### config.mk
export PLATFORM = sky130hd
export DESIGN_NAME = i2c_sht40_responder
export DESIGN_NICKNAME = d
export VERILOG_FILES = /design/src/rtl/i2c_sht40_responder.sv
export SDC_FILE = /design/constraint.sdc
export NUM_CORES = 1
export LEC_CHECK = 0
export BUFFER_PORTS_ARGS = -buffer_cell sky130_fd_sc_hd__buf_2
export CAP_MARGIN = 15
export CORE_ASPECT_RATIO = 0.8
export CORE_MARGIN = 2
export CORE_UTILIZATION = 35
export CTS_CLUSTER_SIZE = 20
export DETAILED_ROUTE_END_ITERATION = 16
export PLACE_DENSITY = 0.61
export SYNTH_ARGS = -nofsm -noshare
export SYNTH_HDL_FRONTEND = slang
export SYNTH_SLANG_ARGS = --single-unit
### constraint.sdc
create_clock -name clk -period 2.2 [get_ports clk]
set_input_delay 0.11 -clock clk [delete_from_list [all_inputs] [get_ports clk]]
set_output_delay 0.11 -clock clk [all_outputs]
set_load 0.05 [all_outputs]
### src/rtl/i2c_sht40_responder.sv
// i2c_sht40_responder: I2C target that emulates an SHT40 sensor at the bus level.
// It ACKs its address and accepts the measure (0xFD) and soft-reset (0x94) commands.
// After a measure it NACKs reads for MEAS_CYCLES clocks. It then returns
// T_msb, T_lsb, CRC, RH_msb, RH_lsb, CRC.
// Ports:
//   clk, rst           system clock, synchronous active-high reset
//   scl_in, sda_in     asynchronous bus levels
//   sda_oe             1 = pull SDA low (open-drain)
//   temp_value         raw temperature word, latched on measure command
//   rh_value           raw humidity word, latched on measure command
//   cmd_valid          one-cycle pulse per accepted command byte
//   cmd_byte           last accepted command byte
//   meas_busy          measurement window active
//   data_ready         result latched and not yet read
//   bus_busy           between START and STOP
//   crc_inject         only with SHT40_CRC_INJECT_EN: flips bit 0 of both CRC bytes
// Optional macro: SHT40_CRC_INJECT_EN
module i2c_sht40_responder #(
   parameter logic [6:0]  ADDR        = 7'h44,
   parameter int unsigned MEAS_CYCLES = 1000,
   parameter int unsigned SYNC_STAGES = 2
) (
   input  logic        clk,
   input  logic        rst,
   input  logic        scl_in,
   input  logic        sda_in,
   output logic        sda_oe,
   input  logic [15:0] temp_value,
   input  logic [15:0] rh_value,
   output logic        cmd_valid,
   output logic [7:0]  cmd_byte,
   output logic        meas_busy,
   output logic        data_ready,
   output logic        bus_busy
`ifdef SHT40_CRC_INJECT_EN
   ,
   input  logic        crc_inject
`endif
);
   localparam int unsigned CNT_W    = $clog2(MEAS_CYCLES + 1);
   localparam logic [7:0]  CMD_MEAS = 8'hFD;
   localparam logic [7:0]  CMD_SRST = 8'h94;
   localparam logic [7:0]  CRC_POLY = 8'h31;

   typedef enum logic [2:0] {
      S_IDLE, S_ADDR, S_ADDR_ACK, S_CMD, S_CMD_ACK, S_TX, S_TX_ACK, S_WAIT_STOP
   } state_t;

   state_t state, state_nxt;
   logic [SYNC_STAGES-1:0] scl_sync, sda_sync;
   logic scl_s, sda_s, scl_d, sda_d;
   logic scl_rise_c, scl_fall_c, start_c, stop_c;
   logic [3:0] bit_cnt, bit_cnt_nxt;
   logic [6:0] shreg, shreg_nxt;
   logic [7:0] rx_byte_c;
   logic ack, ack_nxt, rw, rw_nxt;
   logic [2:0] byte_idx, byte_idx_nxt, tx_idx_c;
   logic [7:0] tx_sh, tx_sh_nxt, tx_byte_c;
   logic sda_oe_nxt;
   logic cmd_hit_c, meas_go_c, soft_rst_c, dr_clr_c;
   logic [15:0] temp_sh, rh_sh;
   logic [7:0]  crc_t, crc_h, crc_flip_c;
   logic [4:0]  crc_cnt;
   logic [CNT_W-1:0] meas_cnt;

   // Input synchronizers plus one history flop; idle bus level is high
   always_ff @(posedge clk) begin
      if (rst) begin
         scl_sync <= '1;
         sda_sync <= '1;
         scl_d    <= 1'b1;
         sda_d    <= 1'b1;
      end else begin
         scl_sync <= {scl_sync[SYNC_STAGES-2:0], scl_in};
         sda_sync <= {sda_sync[SYNC_STAGES-2:0], sda_in};
         scl_d    <= scl_s;
         sda_d    <= sda_s;
      end
   end

   assign scl_s      = scl_sync[SYNC_STAGES-1];
   assign sda_s      = sda_sync[SYNC_STAGES-1];
   assign scl_rise_c = scl_s & ~scl_d;
   assign scl_fall_c = ~scl_s & scl_d;
   assign start_c    = scl_s & scl_d & sda_d & ~sda_s;
   assign stop_c     = scl_s & scl_d & ~sda_d & sda_s;
   assign rx_byte_c  = {shreg, sda_s};

   // Byte to load at the next byte boundary: index 0 from ADDR_ACK, index+1 from TX_ACK
   assign tx_idx_c = (state == S_TX_ACK) ? byte_idx + 3'd1 : 3'd0;
   always_comb begin
      case (tx_idx_c)
         3'd0:    tx_byte_c = temp_sh[15:8];
         3'd1:    tx_byte_c = temp_sh[7:0];
         3'd2:    tx_byte_c = crc_t ^ crc_flip_c;
         3'd3:    tx_byte_c = rh_sh[15:8];
         3'd4:    tx_byte_c = rh_sh[7:0];
         default: tx_byte_c = crc_h ^ crc_flip_c;
      endcase
   end

   // FSM state register
   always_ff @(posedge clk) begin
      if (rst) begin
         state    <= S_IDLE;
         bit_cnt  <= '0;
         shreg    <= '0;
         ack      <= 1'b0;
         rw       <= 1'b0;
         byte_idx <= '0;
         tx_sh    <= '0;
         sda_oe   <= 1'b0;
      end else begin
         state    <= state_nxt;
         bit_cnt  <= bit_cnt_nxt;
         shreg    <= shreg_nxt;
         ack      <= ack_nxt;
         rw       <= rw_nxt;
         byte_idx <= byte_idx_nxt;
         tx_sh    <= tx_sh_nxt;
         sda_oe   <= sda_oe_nxt;
      end
   end

   // FSM next state; bus conditions override SCL edge handling
   always_comb begin
      state_nxt    = state;
      bit_cnt_nxt  = bit_cnt;
      shreg_nxt    = shreg;
      ack_nxt      = ack;
      rw_nxt       = rw;
      byte_idx_nxt = byte_idx;
      tx_sh_nxt    = tx_sh;
      sda_oe_nxt   = sda_oe;
      cmd_hit_c    = 1'b0;
      meas_go_c    = 1'b0;
      soft_rst_c   = 1'b0;
      dr_clr_c     = 1'b0;
      if (start_c) begin
         state_nxt   = S_ADDR;
         bit_cnt_nxt = '0;
         sda_oe_nxt  = 1'b0;
      end else if (stop_c) begin
         state_nxt  = S_IDLE;
         sda_oe_nxt = 1'b0;
      end else begin
         case (state)
            S_ADDR, S_CMD: begin
               if (scl_rise_c && bit_cnt < 4'd8) begin
                  shreg_nxt   = rx_byte_c[6:0];
                  bit_cnt_nxt = bit_cnt + 4'd1;
                  if (bit_cnt == 4'd7) begin
                     if (state == S_ADDR) begin
                        rw_nxt  = rx_byte_c[0];
                        ack_nxt = ~rx_byte_c[0] | (~meas_busy & data_ready);
                        if (rx_byte_c[7:1] != ADDR) state_nxt = S_WAIT_STOP;
                     end else begin
                        meas_go_c  = (rx_byte_c == CMD_MEAS);
                        soft_rst_c = (rx_byte_c == CMD_SRST);
                        cmd_hit_c  = meas_go_c | soft_rst_c;
                        ack_nxt    = cmd_hit_c;
                     end
                  end
               end else if (scl_fall_c && bit_cnt == 4'd8) begin
                  // ACK slot opens: drive low only for an accepted byte
                  state_nxt  = (state == S_ADDR) ? S_ADDR_ACK : S_CMD_ACK;
                  sda_oe_nxt = ack;
                  dr_clr_c   = (state == S_ADDR) & rw & ack;
               end
            end
            S_ADDR_ACK: begin
               if (scl_fall_c) begin
                  if (!ack) begin
                     state_nxt  = S_WAIT_STOP;
                     sda_oe_nxt = 1'b0;
                  end else if (rw) begin
                     state_nxt    = S_TX;
                     byte_idx_nxt = 3'd0;
                     sda_oe_nxt   = ~tx_byte_c[7];
                     tx_sh_nxt    = {tx_byte_c[6:0], 1'b0};
                     bit_cnt_nxt  = 4'd1;
                  end else begin
                     state_nxt   = S_CMD;
                     bit_cnt_nxt = '0;
                     sda_oe_nxt  = 1'b0;
                  end
               end
            end
            S_CMD_ACK: begin
               if (scl_fall_c) begin
                  state_nxt  = S_WAIT_STOP;
                  sda_oe_nxt = 1'b0;
               end
            end
            S_TX: begin
               // bit_cnt counts bits already placed on the bus
               if (scl_fall_c) begin
                  if (bit_cnt < 4'd8) begin
                     sda_oe_nxt  = ~tx_sh[7];
                     tx_sh_nxt   = {tx_sh[6:0], 1'b0};
                     bit_cnt_nxt = bit_cnt + 4'd1;
                  end else begin
                     sda_oe_nxt = 1'b0;
                     state_nxt  = S_TX_ACK;
                  end
               end
            end
            S_TX_ACK: begin
               if (scl_rise_c) begin
                  ack_nxt = ~sda_s;
               end else if (scl_fall_c) begin
                  if (ack && byte_idx != 3'd5) begin
                     state_nxt    = S_TX;
                     byte_idx_nxt = tx_idx_c;
                     sda_oe_nxt   = ~tx_byte_c[7];
                     tx_sh_nxt    = {tx_byte_c[6:0], 1'b0};
                     bit_cnt_nxt  = 4'd1;
                  end else begin
                     state_nxt  = S_WAIT_STOP;
                     sda_oe_nxt = 1'b0;
                  end
               end
            end
            default: ;
         endcase
      end
   end

   // Bit-serial CRC-8; data words rotate 16 times so they end up unchanged for TX
   always_ff @(posedge clk) begin
      if (rst) begin
         temp_sh <= '0;
         rh_sh   <= '0;
         crc_t   <= '0;
         crc_h   <= '0;
         crc_cnt <= '0;
      end else if (meas_go_c) begin
         temp_sh <= temp_value;
         rh_sh   <= rh_value;
         crc_t   <= 8'hFF;
         crc_h   <= 8'hFF;
         crc_cnt <= 5'd16;
      end else if (crc_cnt != 5'd0) begin
         crc_t   <= {crc_t[6:0], 1'b0} ^ ((crc_t[7] ^ temp_sh[15]) ? CRC_POLY : 8'h00);
         crc_h   <= {crc_h[6:0], 1'b0} ^ ((crc_h[7] ^ rh_sh[15]) ? CRC_POLY : 8'h00);
         temp_sh <= {temp_sh[14:0], temp_sh[15]};
         rh_sh   <= {rh_sh[14:0], rh_sh[15]};
         crc_cnt <= crc_cnt - 5'd1;
      end
   end

`ifdef SHT40_CRC_INJECT_EN
   logic inj_q;
   // Fault-injection select captured with the data
   always_ff @(posedge clk) begin
      if (rst)            inj_q <= 1'b0;
      else if (meas_go_c) inj_q <= crc_inject;
   end
   assign crc_flip_c = {7'b0, inj_q};
`else
   assign crc_flip_c = 8'h00;
`endif

   // Measurement window, command reporting and bus activity flags
   always_ff @(posedge clk) begin
      if (rst) begin
         meas_cnt   <= '0;
         meas_busy  <= 1'b0;
         data_ready <= 1'b0;
         cmd_valid  <= 1'b0;
         cmd_byte   <= 8'h00;
         bus_busy   <= 1'b0;
      end else begin
         cmd_valid <= cmd_hit_c;
         if (cmd_hit_c) cmd_byte <= rx_byte_c;
         if (start_c)     bus_busy <= 1'b1;
         else if (stop_c) bus_busy <= 1'b0;
         if (meas_go_c) begin
            meas_cnt   <= CNT_W'(MEAS_CYCLES);
            meas_busy  <= 1'b1;
            data_ready <= 1'b0;
         end else if (soft_rst_c) begin
            meas_cnt   <= '0;
            meas_busy  <= 1'b0;
            data_ready <= 1'b0;
         end else begin
            if (meas_cnt != '0) begin
               meas_cnt <= meas_cnt - CNT_W'(1);
               if (meas_cnt == CNT_W'(1)) begin
                  meas_busy  <= 1'b0;
                  data_ready <= 1'b1;
               end
            end
            if (dr_clr_c) data_ready <= 1'b0;
         end
      end
   end

endmodule
==> qor.json, run 1 <==
{
  "global_routing": {
    "gr-total-overflow": 0,
    "antenna_found_initial": 0,
    "gr-usage-all-layers": 0.175,
    "grt_pass1_wl_um": 23300,
    "first_global_vias": 4604,
    "largest_net_degree_at_the_start_of_global_routing": 58
  },
  "place": {
    "routability_driven_placement_congestion_ratio": 0.913,
    "io_buffer_count": 48,
    "place_hpwl_um": 10200
  },
  "synth": {
    "synth.top_cells.by_area": "dfxtp_1 (40%), nand2_1 (8.6%), a311oi_1 (5.5%)",
    "syn_avg_cell_area_um2": 7.95,
    "yosys_warnings": 0,
    "postSynthRegisterBits": 108,
    "syn-num-nets": 721,
    "synthDistinctLibCells": 56,
    "synthesis.area_um2": 5390,
    "synth_largest_type_area_fraction": 0.401,
    "flip_flop_cell_with_the_highest_count_after_synthesis": "dfxtp_1",
    "post_synth_edffs": 0,
    "netlist_instances": 677,
    "asyncSetResetFlopFracSynth": 0,
    "share_of_the_yosys_chip_area_belonging_to_registers": 0.401,
    "synth_largest_area_cell": "dfxtp_1"
  },
  "worst_setup_path": {
    "critical_path.reg2reg.startpoint": "byte_idx[0]",
    "critical_path_source": "byte_idx[0]",
    "critPathArrivalTime_ns": 2.31,
    "r2r.worst_path.cells": 7,
    "max_stage_delay_ns": 0.46,
    "crit_fanout": 24,
    "critical_path_buf_inv_count": 1,
    "slowest_stage": "a2111oi_0",
    "worst-setup-path-type": "flop to flop",
    "crit_required_ns": 2.44,
    "reg2reg_setup_slack_ns": 0.13,
    "cp-end-kind": "flop",
    "critPathLaunchType": "flop",
    "timing.critical_path.cells": "ha_1 > xor2_1 > buf_12 > a2111oi_0 > a311o_1 > a211oi_2 > a221o_1",
    "cp_top_family": "compound AO/OA/AOI/OAI gates",
    "rr_endpoint": "tx_sh[4]"
  },
  "worst_hold_path": {
    "number_of_instances_on_the_worst_hold_path": 2,
    "hp-start": "rst",
    "holdCritPathClass": "primary input to flop",
    "holdPathEnd": "bus_busy"
  },
  "finish": {
    "post_route_cells_drive_above_1_share": 0.168,
    "most_common_library_cell_in_the_layout_ignoring_fill_and_taps": "nand2_1",
    "layout-area-overhead-vs-synth_pct": 18.0,
    "layout_common_cells": "nand2_1 (124), dfxtp_1 (106), nor2_1 (69)",
    "diode_insertion_count_for_antenna_repair": 0,
    "finish.net_count": 773
  },
  "detailed_routing": {
    "first_pass_iters": 8,
    "drc": 0,
    "wl_um": 14300,
    "vias": 5095,
    "routed_via_density": 5.52,
    "drtAntennaViolNets": 0,
    "wire_per_inst_um": 15.4,
    "drt_iter0_markers": 501
  },
  "die": {
    "die_width_um": 143,
    "floorplan.rows": 40,
    "boundaryPins": 49,
    "die_area_um2": 16400,
    "standard_cell_core_area_um2": 15000,
    "starting_density_of_the_core": 0.359,
    "chipHeight_um": 115
  },
  "sta": {
    "timing.final.crit_period_ns": 2.07,
    "tightest_slew_ns": 0.557,
    "total_count_of_hold_check_failures_in_the_final_report": 0,
    "setup-tns-final_ns": 0,
    "achievable_frequency_mhz": 482,
    "timing.final.crit_share": 0.943,
    "slew_headroom": 0.629,
    "skew_ns": 0.00600,
    "final-setup-viol-count": 0,
    "maxSlewViolCount": 0,
    "rsz0062_at_grt": "false",
    "worst_hold_slack_ns": 0.0371
  },
  "cts": {
    "clock-root-buffer": "clkbuf_16",
    "max-clock-path-buffers": 2,
    "cts_setup_buffers": 0,
    "cts_tree": "done",
    "clk-insertion-delay-late_ns": 0.35,
    "num_clock_sinks": 108,
    "ctsHtreeMaxLevel": 3,
    "cts_inserted_buffers": 9,
    "clock_slew_seen_by_the_registers_of_the_worst_setup_and_hold_paths_ns": 0.07
  },
  "power": {
    "vdd_ir_drop_max_mv": 1.08,
    "power-per-cell-area_nw_per_um2": 918,
    "comb_power_share": 0.298,
    "power.internal_w": 0.00376,
    "power.switching_fraction": 0.355,
    "switching_power_w": 0.00207,
    "seqPwrFrac": 0.405,
    "p_clk_frac": 0.296,
    "total_leakage_power_nw": 2.33
  },
  "outcome": {
    "run_status": "completed"
  },
  "flow_run": {
    "timing.max_cap.violations": 0
  }
}
worst max-delay path by stage:
stage | cells past startpoint | endpoint | slack, ns
final | 7 | tx_sh[4] | 0.13
after global routing | 7 | tx_sh[2] | 0.004
after CTS | 7 | tx_sh[4] | 0.03
after detailed placement | 7 | rh_sh[7] | 0.04
after global placement | 7 | rh_sh[7] | 0.14
after floorplan | 9 | tx_sh[6] | 0.16
kinds of logic (layout without fill, tap and decap cells):
| family | Yosys count | count (layout) | synth area share |
|---|---|---|---|
| XOR/XNOR | 18 | 18 | 0.0293 |
| multiplexers | 15 | 15 | 0.0288 |
| AND/OR/NAND/NOR | 292 | 292 | 0.252 |
| AO/OA/AOI/OAI | 166 | 166 | 0.212 |
| adder cells (fa/ha/maj) | 8 | 8 | 0.0186 |
| buffers and inverters | 70 | 127 | 0.0572 |
| flip-flops | 108 | 108 | 0.401 |
routing by layer:
| layer | GRT usage | vias up | wire, um | part of all wire |
|---|---|---|---|---|
| met5 | 0 | - | 0 | 0 |
| met2 | 0.259 | 102 | 6200 | 0.43 |
| met1 | 0.263 | 2457 | 7340 | 0.51 |
| met4 | 0.0356 | 0 | 121 | 0.0085 |
| li1 | - | 2525 | - | - |
| met3 | 0.0367 | 11 | 591 | 0.041 |
synthesized netlist by cell type, drive strengths merged, types with 9 or more instances:
library cell / n
a211oi: 11
a21oi: 54
nor3: 13
nand3b: 9
mux2i: 11
nand3: 25
nand2: 124
clkbuf: 32
nor2: 69
buf: 15
xnor2: 10
dfxtp: 108
inv: 23
o21ai: 20
nor4: 12
a31oi: 11
a311oi: 34
power groups by stage:
stage / Combinational [W] / Sequential, W / Clock, W
2_1_floorplan: 0.00124 / 0.00235 / 0
3_3_place_gp: 0.00167 / 0.00239 / 0
3_5_place_dp: 0.00173 / 0.00240 / 0
4_1_cts: 0.00174 / 0.00236 / 0.00177
5_1_grt: 0.00193 / 0.00239 / 0.00185
6_report: 0.00174 / 0.00236 / 0.00173
sequential cells by signal, summed over array words and instances (netlist names), 4 cells and up:
register / count
crc_h: 8
crc_t: 8
shreg: 7
temp_sh: 16
bit_cnt: 4
crc_cnt: 5
rh_sh: 16
meas_cnt: 10
tx_sh: 7
cmd_byte: 8
repair_timing:
item | 4_1_cts | 5_1_grt
resized for setup | 1 | 8
endpoints found under the hold margin | 2 | 0
endpoints found under the setup margin | 1 | 11
hold buffers | 2 | 0
stage by stage:
stage | setup slack (ns) | cell area, um2 | util | std cells | power (W)
2_1_floorplan | 0.158 | 5390 | - | 677 | 0.00359
3_3_place_gp | 0.138 | 5980 | 0.399 | 905 | 0.00406
3_5_place_dp | 0.0368 | 5980 | 0.399 | 905 | 0.00413
4_1_cts | 0.0280 | 6330 | 0.421 | 923 | 0.00586
5_1_grt | 0.00413 | 6350 | 0.423 | 923 | 0.00617
6_report | 0.126 | 6350 | 0.423 | 923 | 0.00583
worst register-to-register path, delay by kind of cell, from the launching register on:
kind	cells	cell delay, ns
AOI/OAI and AO/OA	4	1.03
xor gates and xnor gates	1	0.18
adders and majority gates	1	0.23
buffers and inverters	1	0.18
DFF	1	0.34
final cells by class:
type                    count  area [um2]
clock buffers              10         239
clock inverters             6        81.3
fillers                  1508        8660
inverters                  23        86.3
multi-input cells         499        2940
flip-flops and latches    108        2170
well taps                 189         236
repair buffers             88         603
No activity file was read; power rests on OpenSTA's default activity.
==> run 2: changes to the inputs <==
- CORE_ASPECT_RATIO: 0.8 -> 2
==> qor.json, run 2 (synthesis gave the netlist of run 1 again) <==
{
  "worst_hold_path": {
    "holdCritPathClass": "primary input to flop"
  },
  "outcome": {
    "run_status": "completed"
  },
  "die": {
    "boundaryPins": 49,
    "chipHeight_um": 179,
    "die_width_um": 91.7,
    "standard_cell_core_area_um2": 15200,
    "die_area_um2": 16500,
    "floorplan.rows": 64,
    "starting_density_of_the_core": 0.354
  },
  "detailed_routing": {
    "drt_iter0_markers": 179,
    "first_pass_iters": 4,
    "wl_met1_um": 5520,
    "routed-wl-met3_um": 405,
    "routed_via_density": 5.36,
    "vias": 4960,
    "wire_per_inst_um": 16.2,
    "wl_um": 15000,
    "drtAntennaViolNets": 0,
    "drc": 0,
    "top_layer": "met4",
    "met2RoutedLength_um": 8450
  },
  "global_routing": {
    "largest_net_degree_at_the_start_of_global_routing": 82,
    "antenna_found_initial": 0,
    "grt_pass1_wl_um": 24100,
    "gr-total-overflow": 0,
    "gr-usage-all-layers": 0.182,
    "first_global_vias": 4860
  },
  "sta": {
    "tightest_slew_ns": 0.542,
    "timing.final.crit_share": 0.966,
    "achievable_frequency_mhz": 470,
    "total_count_of_hold_check_failures_in_the_final_report": 0,
    "slew_headroom": 0.638,
    "final-setup-viol-count": 0,
    "timing.final.crit_period_ns": 2.13,
    "maxSlewViolCount": 0,
    "skew_ns": 0.00707
  },
  "power": {
    "finalPower_w": 0.00587,
    "total_leakage_power_nw": 2.32,
    "power-per-cell-area_nw_per_um2": 928,
    "vdd_ir_drop_max_mv": 0.590
  },
  "worst_setup_path": {
    "critical_path.reg2reg.startpoint": "byte_idx[0]",
    "rr_endpoint": "tx_sh[6]",
    "slowest_stage": "a2111oi_1",
    "critPathLaunchType": "flop",
    "endpoint": "tx_sh[6]",
    "critPathArrivalTime_ns": 2.37,
    "max_stage_delay_ns": 0.49,
    "cp-end-kind": "flop",
    "worst-setup-path-type": "flop to flop",
    "reg2reg_setup_slack_ns": 0.07,
    "critical_path_source": "byte_idx[0]",
    "crit_required_ns": 2.45,
    "r2r.worst_path.cells": 7,
    "timing.critical_path.cells": "ha_1 > xor2_1 > buf_4 > a2111oi_1 > a311o_1 > a211oi_2 > a221o_1",
    "crit_fanout": 7
  },
  "finish": {
    "layout_common_cells": "nand2_1 (124), dfxtp_1 (108), nor2_1 (69)",
    "post_route_cells_drive_above_1_share": 0.158,
    "layout_top_registers": "rh_sh: 16 flops, temp_sh: 16 flops, meas_cnt: 10 flops",
    "layout-area-overhead-vs-synth_pct": 17.4,
    "finish.net_count": 767,
    "fin_util": 0.416,
    "most_common_library_cell_in_the_layout_ignoring_fill_and_taps": "nand2_1",
    "final.fill_count": 1596,
    "diode_insertion_count_for_antenna_repair": 0
  },
  "cts": {
    "max-clock-path-buffers": 2,
    "num_clock_sinks": 108,
    "cts_tree": "done",
    "cts_inserted_buffers": 9,
    "clk-insertion-delay-late_ns": 0.35,
    "clock_slew_seen_by_the_registers_of_the_worst_setup_and_hold_paths_ns": 0.08,
    "ctsHtreeMaxLevel": 3,
    "clock-root-buffer": "clkbuf_16"
  },
  "flow_run": {
    "timing.max_cap.violations": 0
  },
  "place": {
    "io_buffer_count": 48,
    "place_hpwl_um": 10800,
    "routability_driven_placement_congestion_ratio": 0.945
  }
}
[run 2: layout make-up]
type	instances	area [um2]	area share
clock buffer	9	225	0.0356
tap	198	248	0.0392
inverter	23	86.3	0.0136
clock inverter	7	100	0.0158
sequential	108	2160	0.342
multi-input combinational	499	2940	0.465
timing repair buffer	82	559	0.0884
[run 2: metrics by stage]
step | TNS, ns | std cells | cell area [um2] | setup slack (ns) | hold WS [ns]
after floorplan | 0 | 677 | 5390 | 0.158 | 0.214
after global placement | 0 | 906 | 5940 | 0.0688 | 0.299
after detailed placement | 0 | 906 | 5940 | 0.0685 | 0.299
after CTS | 0 | 924 | 6280 | 0.0144 | 0.0320
after global routing | -0.102 | 926 | 6320 | -0.0227 | 0.0512
final | 0 | 926 | 6320 | 0.0744 | 0.0442
[run 2: power breakdown]
group / switching, W / total (W) / internal, W
sequential: 0.000196 / 0.00235 / 0.00216
clock: 0.000759 / 0.00176 / 0.00100
combinational: 0.00107 / 0.00175 / 0.000684
total: 0.00202 / 0.00587 / 0.00384
[run 2: how the worst min path moves through the flow]
stage	start	end	slack [ns]	depth (start not counted)
2_1_floorplan	scl_in	scl_sync[0]	0.21	1
3_3_place_gp	sda_in	sda_sync[0]	0.30	2
3_5_place_dp	scl_in	scl_sync[0]	0.30	2
4_1_cts	rh_value[10]	rh_sh[10]	0.03	3
5_1_grt	rh_value[10]	rh_sh[10]	0.05	3
6_report	rh_value[12]	rh_sh[12]	0.04	3
[run 2: critical path, delay by kind of cell (launching register included)]
kind	cells	cell delay (ns)
xor+xnor	1	0.20
compound gates	4	1.04
flops	1	0.33
buf+inv	1	0.19
fa+ha+maj	1	0.26
[run 2: layer usage]
layer / up-vias / global-route usage
met5: - / 0
met4: 0 / 0.0901
met3: 32 / 0.0247
met2: 98 / 0.350
met1: 2319 / 0.186
li1: 2511 / -
[run 2: timing repair]
action / CTS / global route
hold buffers: 2 / 0
gates resized for setup: 0 / 7
endpoints found under the setup margin: 0 / 11
endpoints found under the hold margin: 2 / 0
buffers inserted: 0 / 1
